`src/rtl/reg_bank_pkg.sv`:
```
// Shared op-code constants, FSM state encoding and default data width
// for the four-entry register bank.
package reg_bank_pkg;

  localparam int WIDTH_DEF = 16;

  localparam logic [2:0] OP_NOP  = 3'd0;
  localparam logic [2:0] OP_LOAD = 3'd1;
  localparam logic [2:0] OP_MOVE = 3'd2;
  localparam logic [2:0] OP_INC  = 3'd3;
  localparam logic [2:0] OP_DEC  = 3'd4;
  localparam logic [2:0] OP_CLR  = 3'd5;
  localparam logic [2:0] OP_SWAP = 3'd6;
  localparam logic [2:0] OP_RSVD = 3'd7;

  typedef enum logic {
    ST_IDLE  = 1'b0,
    ST_SWAP2 = 1'b1
  } state_e;

endpackage

```
`src/rtl/reg_bank_if.sv`:
```
// Operation request bus and register readout of the register bank.
// master = requester, slave = reg_bank.
interface reg_bank_if import reg_bank_pkg::*; #(parameter int WIDTH = WIDTH_DEF) ();

  logic [2:0]       Op;
  logic [1:0]       Dst;
  logic [1:0]       Src;
  logic [WIDTH-1:0] Data_In;
  logic             Op_Valid;
  logic             Op_Ready;
  logic [WIDTH-1:0] THE_REG0;
  logic [WIDTH-1:0] THE_REG1;
  logic [WIDTH-1:0] THE_REG2;
  logic [WIDTH-1:0] THE_REG3;
  logic [3:0]       Zero;
  logic             Wrap;

  modport master (
    output Op, Dst, Src, Data_In, Op_Valid,
    input  Op_Ready, THE_REG0, THE_REG1, THE_REG2, THE_REG3, Zero, Wrap
  );

  modport slave (
    input  Op, Dst, Src, Data_In, Op_Valid,
    output Op_Ready, THE_REG0, THE_REG1, THE_REG2, THE_REG3, Zero, Wrap
  );

endinterface

```
`src/rtl/reg_bank_alu.sv`:
```
// Combinational next-value logic for the destination register.
// For SWAP it supplies the first half (R[Dst] <= R[Src]); the write-back
// of the saved value is handled by the FSM in reg_bank.
module reg_bank_alu import reg_bank_pkg::*; #(
  parameter int WIDTH = WIDTH_DEF
) (
  input  logic [2:0]       op,
  input  logic [WIDTH-1:0] r_dst,
  input  logic [WIDTH-1:0] r_src,
  input  logic [WIDTH-1:0] data_in,
  output logic [WIDTH-1:0] next_val,
  output logic             wr_en,
  output logic             wrap
);

  localparam logic [WIDTH-1:0] ONE = {{(WIDTH-1){1'b0}}, 1'b1};

  // decode op into destination write value, write strobe and wrap flag
  always_comb begin
    next_val = r_dst;
    wr_en    = 1'b0;
    wrap     = 1'b0;
    case (op)
      OP_LOAD: begin
        next_val = data_in;
        wr_en    = 1'b1;
      end
      OP_MOVE, OP_SWAP: begin
        next_val = r_src;
        wr_en    = 1'b1;
      end
      OP_INC: begin
        next_val = r_dst + ONE;
        wr_en    = 1'b1;
        wrap     = &r_dst;
      end
      OP_DEC: begin
        next_val = r_dst - ONE;
        wr_en    = 1'b1;
        wrap     = ~|r_dst;
      end
      OP_CLR: begin
        next_val = '0;
        wr_en    = 1'b1;
      end
      default: ;
    endcase
  end

endmodule

```
`src/rtl/reg_bank.sv`:
```
// Four-entry register bank with immediate load, move, inc/dec with wrap
// flag, clear, and a two-cycle swap.
//
//   state    | meaning
//   ---------+--------------------------------------------------------
//   ST_IDLE  | ready; accepts one op per cycle when Op_Valid
//   ST_SWAP2 | second half of SWAP: R[latched Src] <= TMP; inputs ignored
module reg_bank import reg_bank_pkg::*; #(
  parameter int               WIDTH       = WIDTH_DEF,
  parameter logic [WIDTH-1:0] RESET_VALUE = '0
) (
  input logic       Clock,
  input logic       Reset,
  reg_bank_if.slave bus
);

  logic [WIDTH-1:0] regs [4];
  logic [WIDTH-1:0] tmp;
  logic [1:0]       swap_idx;
  state_e           state;
  logic             ready_q;
  logic             wrap_q;

  logic [WIDTH-1:0] alu_next;
  logic             alu_wr;
  logic             alu_wrap;
  logic             accept;

  reg_bank_alu #(.WIDTH(WIDTH)) u_alu (
    .op       (bus.Op),
    .r_dst    (regs[bus.Dst]),
    .r_src    (regs[bus.Src]),
    .data_in  (bus.Data_In),
    .next_val (alu_next),
    .wr_en    (alu_wr),
    .wrap     (alu_wrap)
  );

  assign accept = bus.Op_Valid && ready_q;

  // register storage, swap scratch and FSM; reset overrides everything,
  // including an unfinished swap
  always_ff @(posedge Clock) begin
    if (Reset) begin
      for (int i = 0; i < 4; i++) regs[i] <= RESET_VALUE;
      tmp      <= '0;
      swap_idx <= '0;
      state    <= ST_IDLE;
      ready_q  <= 1'b1;
      wrap_q   <= 1'b0;
    end else begin
      wrap_q <= 1'b0;
      case (state)
        ST_IDLE: begin
          if (accept) begin
            if (alu_wr) regs[bus.Dst] <= alu_next;
            wrap_q <= alu_wrap;
            if (bus.Op == OP_SWAP) begin
              tmp      <= regs[bus.Dst];
              swap_idx <= bus.Src;
              state    <= ST_SWAP2;
              ready_q  <= 1'b0;
            end
          end
        end
        ST_SWAP2: begin
          regs[swap_idx] <= tmp;
          state          <= ST_IDLE;
          ready_q        <= 1'b1;
        end
        default: begin
          state   <= ST_IDLE;
          ready_q <= 1'b1;
        end
      endcase
    end
  end

  assign bus.Op_Ready = ready_q;
  assign bus.Wrap     = wrap_q;
  assign bus.THE_REG0 = regs[0];
  assign bus.THE_REG1 = regs[1];
  assign bus.THE_REG2 = regs[2];
  assign bus.THE_REG3 = regs[3];
  assign bus.Zero     = {regs[3] == '0, regs[2] == '0, regs[1] == '0, regs[0] == '0};

endmodule

```
`src/flat_wrapper.sv`:
```
// flat-port wrapper written by rule: the top's interface ports become plain ports
module reg_bank_flat import reg_bank_pkg::*;
#(
  parameter int               WIDTH       = WIDTH_DEF,
  parameter logic [WIDTH-1:0] RESET_VALUE = '0
)
  (Clock, Reset, bus_Op, bus_Dst, bus_Src, bus_Data_In, bus_Op_Valid, bus_Op_Ready, bus_THE_REG0, bus_THE_REG1, bus_THE_REG2, bus_THE_REG3, bus_Zero, bus_Wrap);
  reg_bank_if #(.WIDTH(WIDTH)) bus_i ();
  input logic Clock;
  input logic Reset;
  input wire logic [$bits(bus_i.Op)-1:0] bus_Op;
  input wire logic [$bits(bus_i.Dst)-1:0] bus_Dst;
  input wire logic [$bits(bus_i.Src)-1:0] bus_Src;
  input wire logic [$bits(bus_i.Data_In)-1:0] bus_Data_In;
  input wire logic [$bits(bus_i.Op_Valid)-1:0] bus_Op_Valid;
  output wire logic [$bits(bus_i.Op_Ready)-1:0] bus_Op_Ready;
  output wire logic [$bits(bus_i.THE_REG0)-1:0] bus_THE_REG0;
  output wire logic [$bits(bus_i.THE_REG1)-1:0] bus_THE_REG1;
  output wire logic [$bits(bus_i.THE_REG2)-1:0] bus_THE_REG2;
  output wire logic [$bits(bus_i.THE_REG3)-1:0] bus_THE_REG3;
  output wire logic [$bits(bus_i.Zero)-1:0] bus_Zero;
  output wire logic [$bits(bus_i.Wrap)-1:0] bus_Wrap;
  assign bus_i.Op = bus_Op;
  assign bus_i.Dst = bus_Dst;
  assign bus_i.Src = bus_Src;
  assign bus_i.Data_In = bus_Data_In;
  assign bus_i.Op_Valid = bus_Op_Valid;
  assign bus_Op_Ready = bus_i.Op_Ready;
  assign bus_THE_REG0 = bus_i.THE_REG0;
  assign bus_THE_REG1 = bus_i.THE_REG1;
  assign bus_THE_REG2 = bus_i.THE_REG2;
  assign bus_THE_REG3 = bus_i.THE_REG3;
  assign bus_Zero = bus_i.Zero;
  assign bus_Wrap = bus_i.Wrap;
  reg_bank #(.WIDTH(WIDTH), .RESET_VALUE(RESET_VALUE)) u_core (.Clock(Clock), .Reset(Reset), .bus(bus_i));
endmodule
```
`config.mk`:
```
export PLATFORM = sky130hd
export DESIGN_NAME = reg_bank_flat
export DESIGN_NICKNAME = d
export VERILOG_FILES = /design/src/rtl/reg_bank_pkg.sv /design/src/rtl/reg_bank_if.sv /design/src/rtl/reg_bank_alu.sv /design/src/rtl/reg_bank.sv /design/src/flat_wrapper.sv
export SDC_FILE = /design/constraint.sdc
export NUM_CORES = 1
export LEC_CHECK = 0
export CORE_ASPECT_RATIO = 1.2
export CORE_UTILIZATION = 59
export DETAILED_ROUTE_END_ITERATION = 8
export PLACE_DENSITY = 0.86
export SYNTH_ARGS = -nofsm -noshare
export SYNTH_HDL_FRONTEND = slang
export SYNTH_HIERARCHICAL = 1
export SYNTH_SLANG_ARGS = --single-unit
export TNS_END_PERCENT = 50
```
`constraint.sdc`:
```
create_clock -name Clock -period 7.76 [get_ports Clock]
set_input_delay 1.94 -clock Clock [delete_from_list [all_inputs] [get_ports Clock]]
set_output_delay 1.94 -clock Clock [all_outputs]
set_load 0.05 [all_outputs]
```
==> flow_summary_export.csv, run 1 <==
group,metric,value,unit
clocking,cts_tree,"done",
clocking,clkSinkCount,85,
sta,worst_slack,1.51,ns
clocking,cts_setup_buffers,0,
cells_and_area,antennaDiodeCount,0,
cells_and_area,drive_above_1_share,0.126,
placement,io_buffers,95,
clocking,numCtsBuffers,9,
yosys,synth_area_leader_cell,"edfxtp_1",
cells_and_area,syn2layout_area_growth,19.6,%
sta,finalMaxSlewViolations,0,
sta,max-slew-margin-rel,0.180,
global_route,grt_usage,0.419,
clocking,htree_levels,3,
global_route,grt_pass1_wl,33.8,mm
global_route,grt_pass1_vias,5921,
setup_path,critical_path.endpoint_type,"flop",
die,coreArea,0.0102,mm²
cells_and_area,final_area,0.00745,mm²
routing,viasPerCell,7.91,
setup_path,crit_arrival,6.32,ns
pwr,p_per_area,191,mW/mm²
min_path,hold_class,"flop to flop",
min_path,holdPathEnd,"u_core/tmp[14]",
placement,dpl-instance-area,0.00714,mm²
sta,clock-skew-final,0.00766,ns
routing,dr.pass1.iters,6,
yosys,yosysTopAreaCellShare,0.309,
yosys,netlist-cell-type-count,73,
setup_path,r2r_setup_slack,3.57,ns
routing,route.detailed.drc,0,
yosys,synth_area,0.00623,mm²
die,die_h,115,µm
clocking,clock_latency,0.35,ns
pwr,vdd_drop_max,0.221,mV
sta,timing_hold_violations_final,0,
job,max-cap-violations,0,
placement,place_ws,1.28,ns
global_route,antenna_found_initial,0,
placement,dp_hpwl,15.4,mm
sta,post-route-period-util,0.805,
yosys,async_flop_share,0,
pwr,p_leak,2.51,nW
cells_and_area,final_nets,716,
sta,fin_crit,6.25,ns
die,fp-row-count,40,
die,die_area,0.0110,mm²
placement,gp_congestion,0.952,
clocking,cts_buffer_depth,2,
yosys,synthCells,632,
clocking,ctsResizeCount,0,
yosys,synth_warnings,6,
setup_path,r2r_end,"u_core/regs[2][13]",
min_path,holdCritStartpoint,"u_core/tmp[14]",
clocking,cts-root-buf,"clkbuf_16",
setup_path,crit_fanout,12,
yosys,synth_area_leaders,"edfxtp_1 (31%), mux4_2 (12%), dfxtp_1 (6.8%), a32oi_1 (5.1%), o21ai_0 (3.8%)",
yosys,synth_ff_type,"edfxtp_1",
setup_path,rr_worst_depth,10,
sta,rsz0062_at_grt,"false",
yosys,syn_area_per_cell,9.85,µm²
min_path,min_path_cells,2,
yosys,synth-seq-area-share,0.376,
setup_path,worstPathRequired,7.83,ns
status,status,"finished, final reports clean",
die,die_w,95.8,µm
routing,wl_per_cell,27.3,µm
sta,fin_setup_tns,0,ns
sta,fmax,160,MHz
yosys,synth_edf_count,64,
global_route,globalRouteOverflowTotal,0,
routing,num_vias,6462,
sta,tightest_slew,1.23,ns
global_route,grt_max_degree,35,
die,start_util,0.613,
routing,drt-initial-drc-count,1269,
routing,drtAntennaViolNets,0,
setup_path,critPathKind,"input pin to flop",
setup_path,r2r_start,"u_core/regs[3][11]",
clocking,cts.clk_slew.worst_paths,0.07,ns
yosys,syn-num-nets,662,
routing,routed_wl,22.3,mm
die,ios,96,
setup_path,start_kind,"input pin",
sta,setup_viol,0,
clocking,holdBufCountCts,0,
yosys,synth-seq-cells,85,
where the power goes:
group          leakage, nW  internal [mW]  switching, mW
clock network        0.149          0.254          0.189
logic                 1.52          0.144          0.280
registers            0.838          0.519         0.0356
total                 2.51          0.917          0.504
area by class of cell:
cell class | instances | area (µm²)
clock inverters | 7 | 80.1
well taps | 126 | 158
flip-flops and latches | 85 | 2340
multi-input cells | 453 | 3470
repair buffers | 113 | 1090
fillers | 691 | 2710
clock buffers | 9 | 225
inverters | 24 | 90.1
worst max path at each step:
stage / from / end / slack (ns) / cells past startpoint
floorplan: bus_Op[2] / u_core/regs[2][13] / 2.23 / 14
detailed placement: bus_Dst[0] / u_core/regs[2][13] / 1.28 / 11
CTS: bus_Dst[0] / u_core/regs[2][13] / 1.52 / 11
global route: bus_Dst[0] / u_core/regs[2][13] / 1.21 / 11
global placement: bus_Dst[0] / u_core/regs[2][13] / 1.40 / 11
finish: bus_Dst[0] / u_core/regs[2][13] / 1.51 / 11
kinds of logic after synthesis:
family	Yosys count	synth area share
AO/OA/AOI/OAI	205	0.239
XOR/XNOR	5	0.00704
adder cells (fa/ha/maj)	5	0.00985
multiplexers	36	0.122
AND/OR/NAND/NOR	202	0.178
buffers and inverters	94	0.0677
flip-flops	85	0.376
layer usage:
layer  up-vias  routed length [µm]  GRT usage
li1       2671                   -          -
met1      3016                7660      0.547
met2       639               10300      0.640
met3       136                3010     0.0936
met4         0                1340      0.242
met5         -                   0          0
metrics by stage:
step	total power, mW	util	hold slack [ns]	instances
CTS	1.41	0.733	0.492	817
global route	1.46	0.733	0.526	817
finish	1.42	0.733	0.496	817
global placement	0.960	0.703	0.472	801
floorplan	0.838	-	0.466	632
detailed placement	0.969	0.703	0.482	801
worst max-delay path, stage by stage:
cell and delay (ns):
clkdlybuf4s50_1 0.86, mux4_2 0.66, ha_1 0.54, nand4_1 0.16
or4_1 0.48, a221oi_1 0.40, o21bai_1 0.19, xor2_1 0.09
a221o_1 0.41, a32oi_1 0.47, nor3_1 0.12
cell usage after synthesis (11+ instances only):
cell and instances:
a21oi_1 34, a221oi_1 11, a32oi_1 36, clkbuf_1 49
dfxtp_1 21, edfxtp_1 64, inv_1 22, mux4_2 32
nand2_1 25, nand3_1 26, nor2_1 50, nor3_1 33
nor4_1 18, o21ai_0 47
state kept, by name, summed over array words and instances (netlist names):
signal,cells
u_core/swap_idx,2
u_core/regs,64
u_core/state,1
u_core/bus.Op_Ready,1
u_core/tmp,16
u_core/bus.Wrap,1
cells in the final DEF (no fill, tap or decap), types with 10 or more instances in the layout:
cell             instances
clkdlybuf4s50_1         95
edfxtp_1                64
nor2_1                  50
o21ai_0                 47
a32oi_1                 36
a21oi_1                 34
mux4_2                  32
nor3_1                  32
nand3_1                 26
nand2_1                 25
inv_1                   22
dfxtp_1                 21
nor4_1                  18
buf_4                   18
nor3_2                  11
a221oi_1                11
o22ai_1                 10
o211ai_1                10
No activity file was read; power rests on OpenSTA's default activity.
==> run 2: changes to the inputs <==
CORE_UTILIZATION = 50   (was 59)
PLACE_DENSITY = 0.78   (was 0.86)
clock period = 5.4 ns   (was 7.76 ns; I/O delays follow)
==> run 2 against run 1 <==
  * Register-to-register slack worse by 2.0 ns
  * Die area up 18%
  * First-iteration DRC count down 9.1%
  * Cell count up 8.7%
  * Utilization down 9.2 points
  * Sequential power up 44%
  * Combinational power up 53%
  * Wire length up 6.5%
  * Clock power up 42%
  * Clock-buffer cell count unchanged
  * Power up 46%
  * Largest cell class unchanged
==> flow_summary_export.csv, run 2 (synthesis gave the netlist of run 1 again) <==
group,metric,value,unit
setup_path,crit_fanout,4,
pwr,vdd_drop_max,0.262,mV
global_route,globalRouteOverflowTotal,0,
routing,routed_wl,23.8,mm
die,die_h,124,µm
global_route,grt_pass1_vias,6146,
cells_and_area,layoutNonFillerInstCount,888,
routing,route.detailed.drc,0,
sta,finalMaxSlewViolations,0,
job,max-cap-violations,0,
pwr,switchingPower,736,µW
cells_and_area,syn2layout_area_growth,24.8,%
placement,io_buffers,95,
clocking,clkSinkCount,85,
die,coreArea,0.0121,mm²
routing,drtAntennaViolNets,0,
setup_path,max_stage_delay,0.69,ns
sta,fin_crit,5.07,ns
placement,dpl.cell_count,872,
clocking,ctsResizeCount,0,
sta,post-route-period-util,0.938,
clocking,holdBufCountCts,0,
setup_path,crit_chain,"clkdlybuf4s50_1, mux4_2, ha_1, nand4_1, or4_1, a221oi_1, o21bai_1, xor2_1, a221o_1, a32oi_1, nor3_1",
cells_and_area,largest_reg_flops,64,
clocking,clock_latency,0.35,ns
setup_path,worstPathRequired,5.48,ns
pwr,p_leak,2.69,nW
setup_path,cpMaxStageDelayCell,"clkdlybuf4s50_1",
die,die_w,104,µm
status,status,"finished, final reports clean",
global_route,grt_pass1_wl,36.5,mm
clocking,cts-root-buf,"clkbuf_16",
clocking,htree_levels,3,
clocking,cts_tree,"done",
setup_path,start_kind,"input pin",
sta,fmax,197,MHz
sta,fin_setup_tns,0,ns
cells_and_area,antennaDiodeCount,0,
clocking,cts_setup_buffers,0,
sta,rsz0062_at_grt,"false",
sta,timing_hold_violations_final,0,
cells_and_area,drive_above_1_share,0.169,
cells_and_area,top_regs,"u_core/regs: 64 flops, u_core/tmp: 16 flops, u_core/swap_idx: 2 flops",
pwr,swShare,0.354,
clocking,numCtsBuffers,9,
die,start_util,0.514,
sta,clock-skew-final,0.0136,ns
die,ios,96,
cells_and_area,regMostFlops,"u_core/regs",
placement,gp_congestion,0.984,
sta,max-slew-margin-rel,0.303,
clocking,cts.clk_slew.worst_paths,0.07,ns
sta,tightest_slew,1.04,ns
global_route,antenna_found_initial,0,
routing,num_vias,6486,
cells_and_area,mostFrequentLayoutCells,"clkdlybuf4s50_1 (95), edfxtp_1 (64), buf_4 (53)",
routing,dr.pass1.iters,6,
routing,viasPerCell,7.30,
sta,worst_hold_slack,0.509,ns
cells_and_area,final_nets,752,
global_route,grt_usage,0.368,
clocking,cts_buffer_depth,2,
setup_path,path_delay_family,"compound AO/OA/AOI/OAI gates",
sta,setup_viol,0,
routing,wl_per_cell,26.8,µm
pwr,seq_power_share,0.384,
pwr,combPwrFrac,0.312,
routing,drt-initial-drc-count,1153,
pwr,p_per_area,267,mW/mm²
global_route,grt_max_degree,34,
die,fp-row-count,44,
setup_path,critPathKind,"input pin to flop",
setup_path,critical_path.endpoint_type,"flop",
pwr,pwr-share-clk,0.303,
placement,dp_hpwl,17.0,mm
cells_and_area,layout_commonest_cell,"clkdlybuf4s50_1",
min_path,hold_class,"flop to flop",
die,die_area,0.0129,mm²
setup_path,crit_arrival,5.14,ns
setup_path,worst-path-buf-inv,1,
pwr,internal_power,1.34,mW
## run 2: power by group through the flow
stage,clock network (mW),registers [mW],logic [mW]
final,0.630,0.799,0.649
after global placement,0,0.807,0.626
after floorplan,0,0.905,0.298
after CTS,0.628,0.797,0.634
after global routing,0.652,0.802,0.677
after detailed placement,0,0.809,0.631
## run 2: cell type report
class | instances | area [µm²]
Fill cell | 979 | 4340
Multi-Input combinational cell | 453 | 3470
Tap cell | 161 | 201
Clock buffer | 9 | 225
Clock inverter | 7 | 75.1
Timing Repair Buffer | 149 | 1370
Sequential cell | 85 | 2340
Inverter | 24 | 90.1
## run 2: per-layer routing
layer  up-vias  GRT usage  part of all wire
met1      3110      0.476              0.36
met3        96     0.0903              0.13
li1       2728          -                 -
met5         -     0.0238            0.0017
met4         2      0.167             0.047
met2       550      0.578              0.47
## run 2: path summary, 6_finish.rpt
| path | from | endpoint | slack (ns) | cells after the start |
|---|---|---|---|---|
| worst max-delay path | bus_Dst[0] | u_core/regs[2][13] | 0.33 | 11 |
| worst min-delay path | u_core/tmp[1] | u_core/tmp[1] | 0.51 | 2 |
| worst max register to register | u_core/regs[3][11] | u_core/regs[2][13] | 1.58 | 10 |
| worst min register to register | u_core/tmp[1] | u_core/tmp[1] | 0.51 | 2 |
## run 2: worst register-to-register path: stages, from the launching register on
cell and delay [ns]:
edfxtp_1 0.50, mux4_2 0.53, ha_1 0.32, nand4_1 0.12
or4_1 0.48, a221oi_1 0.38, o21bai_1 0.19, xor2_1 0.09
a221o_1 0.38, a32oi_1 0.44, nor3_1 0.12
## run 2: per-stage QoR
| step | setup WS [ns] | utilization | area, µm² | power [mW] |
|---|---|---|---|---|
| 2_1_floorplan | 0.462 | - | 6230 | 1.20 |
| 3_3_place_gp | 0.105 | 0.617 | 7470 | 1.43 |
| 3_5_place_dp | 0.0319 | 0.617 | 7470 | 1.44 |
| 4_1_cts | 0.355 | 0.642 | 7770 | 2.06 |
| 5_1_grt | 0.231 | 0.642 | 7770 | 2.13 |
| 6_report | 0.333 | 0.642 | 7770 | 2.08 |
==> run 3: changes to the inputs <==
GPL_TIMING_DRIVEN = 0   (was not set)
==> run 3 against run 2 <==
  * Non-clock buffer count rose by 15
  * Cell area up 0.76%
  * Sequential share of layout area shrank 0.23 points
  * First-iteration DRC count decreased by 19%
  * Wire length up 2.2%
  * Critical path type unchanged
  * Worst hold slack lost 0.0019 ns
  * Register-to-register slack worse by 0.03 ns
  * Critical endpoint unchanged
  * Utilization up 0.49 points
  * Sequential cell count unchanged
  * Die area unchanged
  * Cell count rose by 1.7%
==> flow_summary_export.csv, run 3 (synthesis gave the netlist of run 1 again) <==
group,metric,value,unit
status,status,"finished, final reports clean",
global_route,globalRouteOverflowTotal,0,
pwr,p_leak,2.64,nW
min_path,hold_class,"flop to flop",
die,die_h,124,µm
die,fp-row-count,44,
global_route,grt_usage,0.379,
clocking,htree_levels,3,
global_route,grt_max_degree,17,
pwr,vdd_drop_max,0.314,mV
die,start_util,0.514,
cells_and_area,multi_input_area,0.00359,mm²
clocking,cts-root-buf,"clkbuf_16",
sta,post-route-period-util,0.981,
clocking,cts_buffer_depth,2,
cells_and_area,largest_reg_flops,64,
cells_and_area,nFillCells,986,
placement,io_buffers,92,
pwr,p_per_area,265,mW/mm²
cells_and_area,layout_commonest_cell,"clkdlybuf4s50_1",
clocking,cts_tree,"done",
die,ios,96,
die,die_area,0.0129,mm²
setup_path,critPathKind,"input pin to flop",
routing,drtAntennaViolNets,0,
cells_and_area,ff_latch_area,0.00234,mm²
setup_path,critical_path.endpoint_type,"flop",
routing,routed_wl,24.3,mm
clocking,clkSinkCount,85,
sta,timing_hold_violations_final,0,
routing,wl_per_cell,26.9,µm
cells_and_area,drive_above_1_share,0.146,
sta,max-slew-margin-rel,0.407,
job,max-cap-violations,0,
routing,route.detailed.drc,0,
routing,viasPerCell,7.19,
clocking,holdBufCountCts,0,
pwr,fin_total_pwr,2.07,mW
setup_path,crit_fanout,12,
sta,rsz0062_at_grt,"false",
sta,worst_hold_slack,0.507,ns
global_route,antenna_found_initial,0,
sta,fmax,189,MHz
routing,num_vias,6491,
clocking,numCtsBuffers,9,
setup_path,worstPathRequired,5.49,ns
routing,drt-initial-drc-count,936,
global_route,grt_pass1_wl,36.9,mm
cells_and_area,syn2layout_area_growth,25.7,%
sta,finalMaxSlewViolations,0,
setup_path,crit_arrival,5.39,ns
die,coreArea,0.0121,mm²
cells_and_area,top_regs,"u_core/regs: 64 flops, u_core/tmp: 16 flops, u_core/swap_idx: 2 flops",
cells_and_area,regMostFlops,"u_core/regs",
setup_path,start_kind,"input pin",
sta,fin_crit,5.30,ns
sta,tightest_slew,0.888,ns
clocking,clock_latency,0.35,ns
placement,dp_hpwl,18.5,mm
sta,setup_viol,0,
cells_and_area,antennaDiodeCount,0,
global_route,grt_pass1_vias,6262,
routing,dr.pass1.iters,6,
placement,gp_congestion,0.979,
die,die_w,104,µm
clocking,cts.clk_slew.worst_paths,0.06,ns
cells_and_area,mostFrequentLayoutCells,"clkdlybuf4s50_1 (92), edfxtp_1 (64), nor2_1 (50)",
cells_and_area,final_nets,767,
sta,clock-skew-final,0.00462,ns
run 3: cell count changes in the layout (fill, tap and decap cells not counted), moves of 2 or more:
cell             delta
a32oi_1             -4
a32oi_2             +3
buf_1               +3
buf_2               +7
buf_4              -48
buf_6               +9
clkbuf_1           +45
clkbuf_2            +2
clkdlybuf4s50_1     -3
o22ai_1             -2
or4_1               -2
or4_4               +2
run 3: through the flow:
step,worst slack [ns],area [µm²],cells,utilization,TNS [ns]
detailed placement,-1.38,7360,886,0.608,-39.25
finish,0.104,7830,903,0.646,0
CTS,0.0282,7760,903,0.640,0
floorplan,0.462,6230,632,-,0
global placement,-1.33,7350,885,0.607,-55.38
global route,0.0225,7830,903,0.646,0
run 3: area by class of cell:
class | instances | share of cell area
Sequential cell | 85 | 0.299
Buffer | 70 | 0.0467
Multi-Input combinational cell | 453 | 0.459
Inverter | 24 | 0.0115
Tap cell | 161 | 0.0257
Clock inverter | 7 | 0.00959
Clock buffer | 9 | 0.0288
Timing Repair Buffer | 94 | 0.120
run 3: worst paths after layout:
check / start / endpoint / slack, ns / cells after the start
worst max-delay path: bus_Op[2] / u_core/regs[2][13] / 0.10 / 15
worst min register to register: u_core/tmp[15] / u_core/tmp[15] / 0.51 / 2
worst max register to register: u_core/regs[3][11] / u_core/regs[2][15] / 1.55 / 10
worst min-delay path: u_core/tmp[15] / u_core/tmp[15] / 0.51 / 2
run 3: power by group:
group / switching (mW) / total [mW] / internal (mW)
clock: 0.262 / 0.623 / 0.360
sequential: 0.0476 / 0.793 / 0.746
combinational: 0.434 / 0.659 / 0.225
total: 0.744 / 2.07 / 1.33
run 3: layer usage:
metal | up-vias | share of wire | track usage
met5 | - | 0 | 0
met4 | 0 | 0.056 | 0.182
met3 | 102 | 0.10 | 0.0688
met2 | 514 | 0.49 | 0.648
met1 | 3115 | 0.35 | 0.461
li1 | 2760 | - | -
run 3: repair_timing:
action	4_1_cts	5_1_grt
pin swaps	2	5
setup buffers	1	0
endpoints found under the setup margin	41	104
gates resized for setup	18	23
run 3: critical path, stage by stage:
cell             delay [ns]
clkdlybuf4s50_1        0.54
buf_6                  0.17
or3b_4                 0.43
inv_2                  0.16
buf_6                  0.18
buf_6                  0.18
ha_1                   0.17
nand4_1                0.15
or4_4                  0.53
a221oi_4               0.37
o21bai_1               0.18
xor2_1                 0.09
a221o_1                0.43
a32oi_4                0.34
nor3_1                 0.09
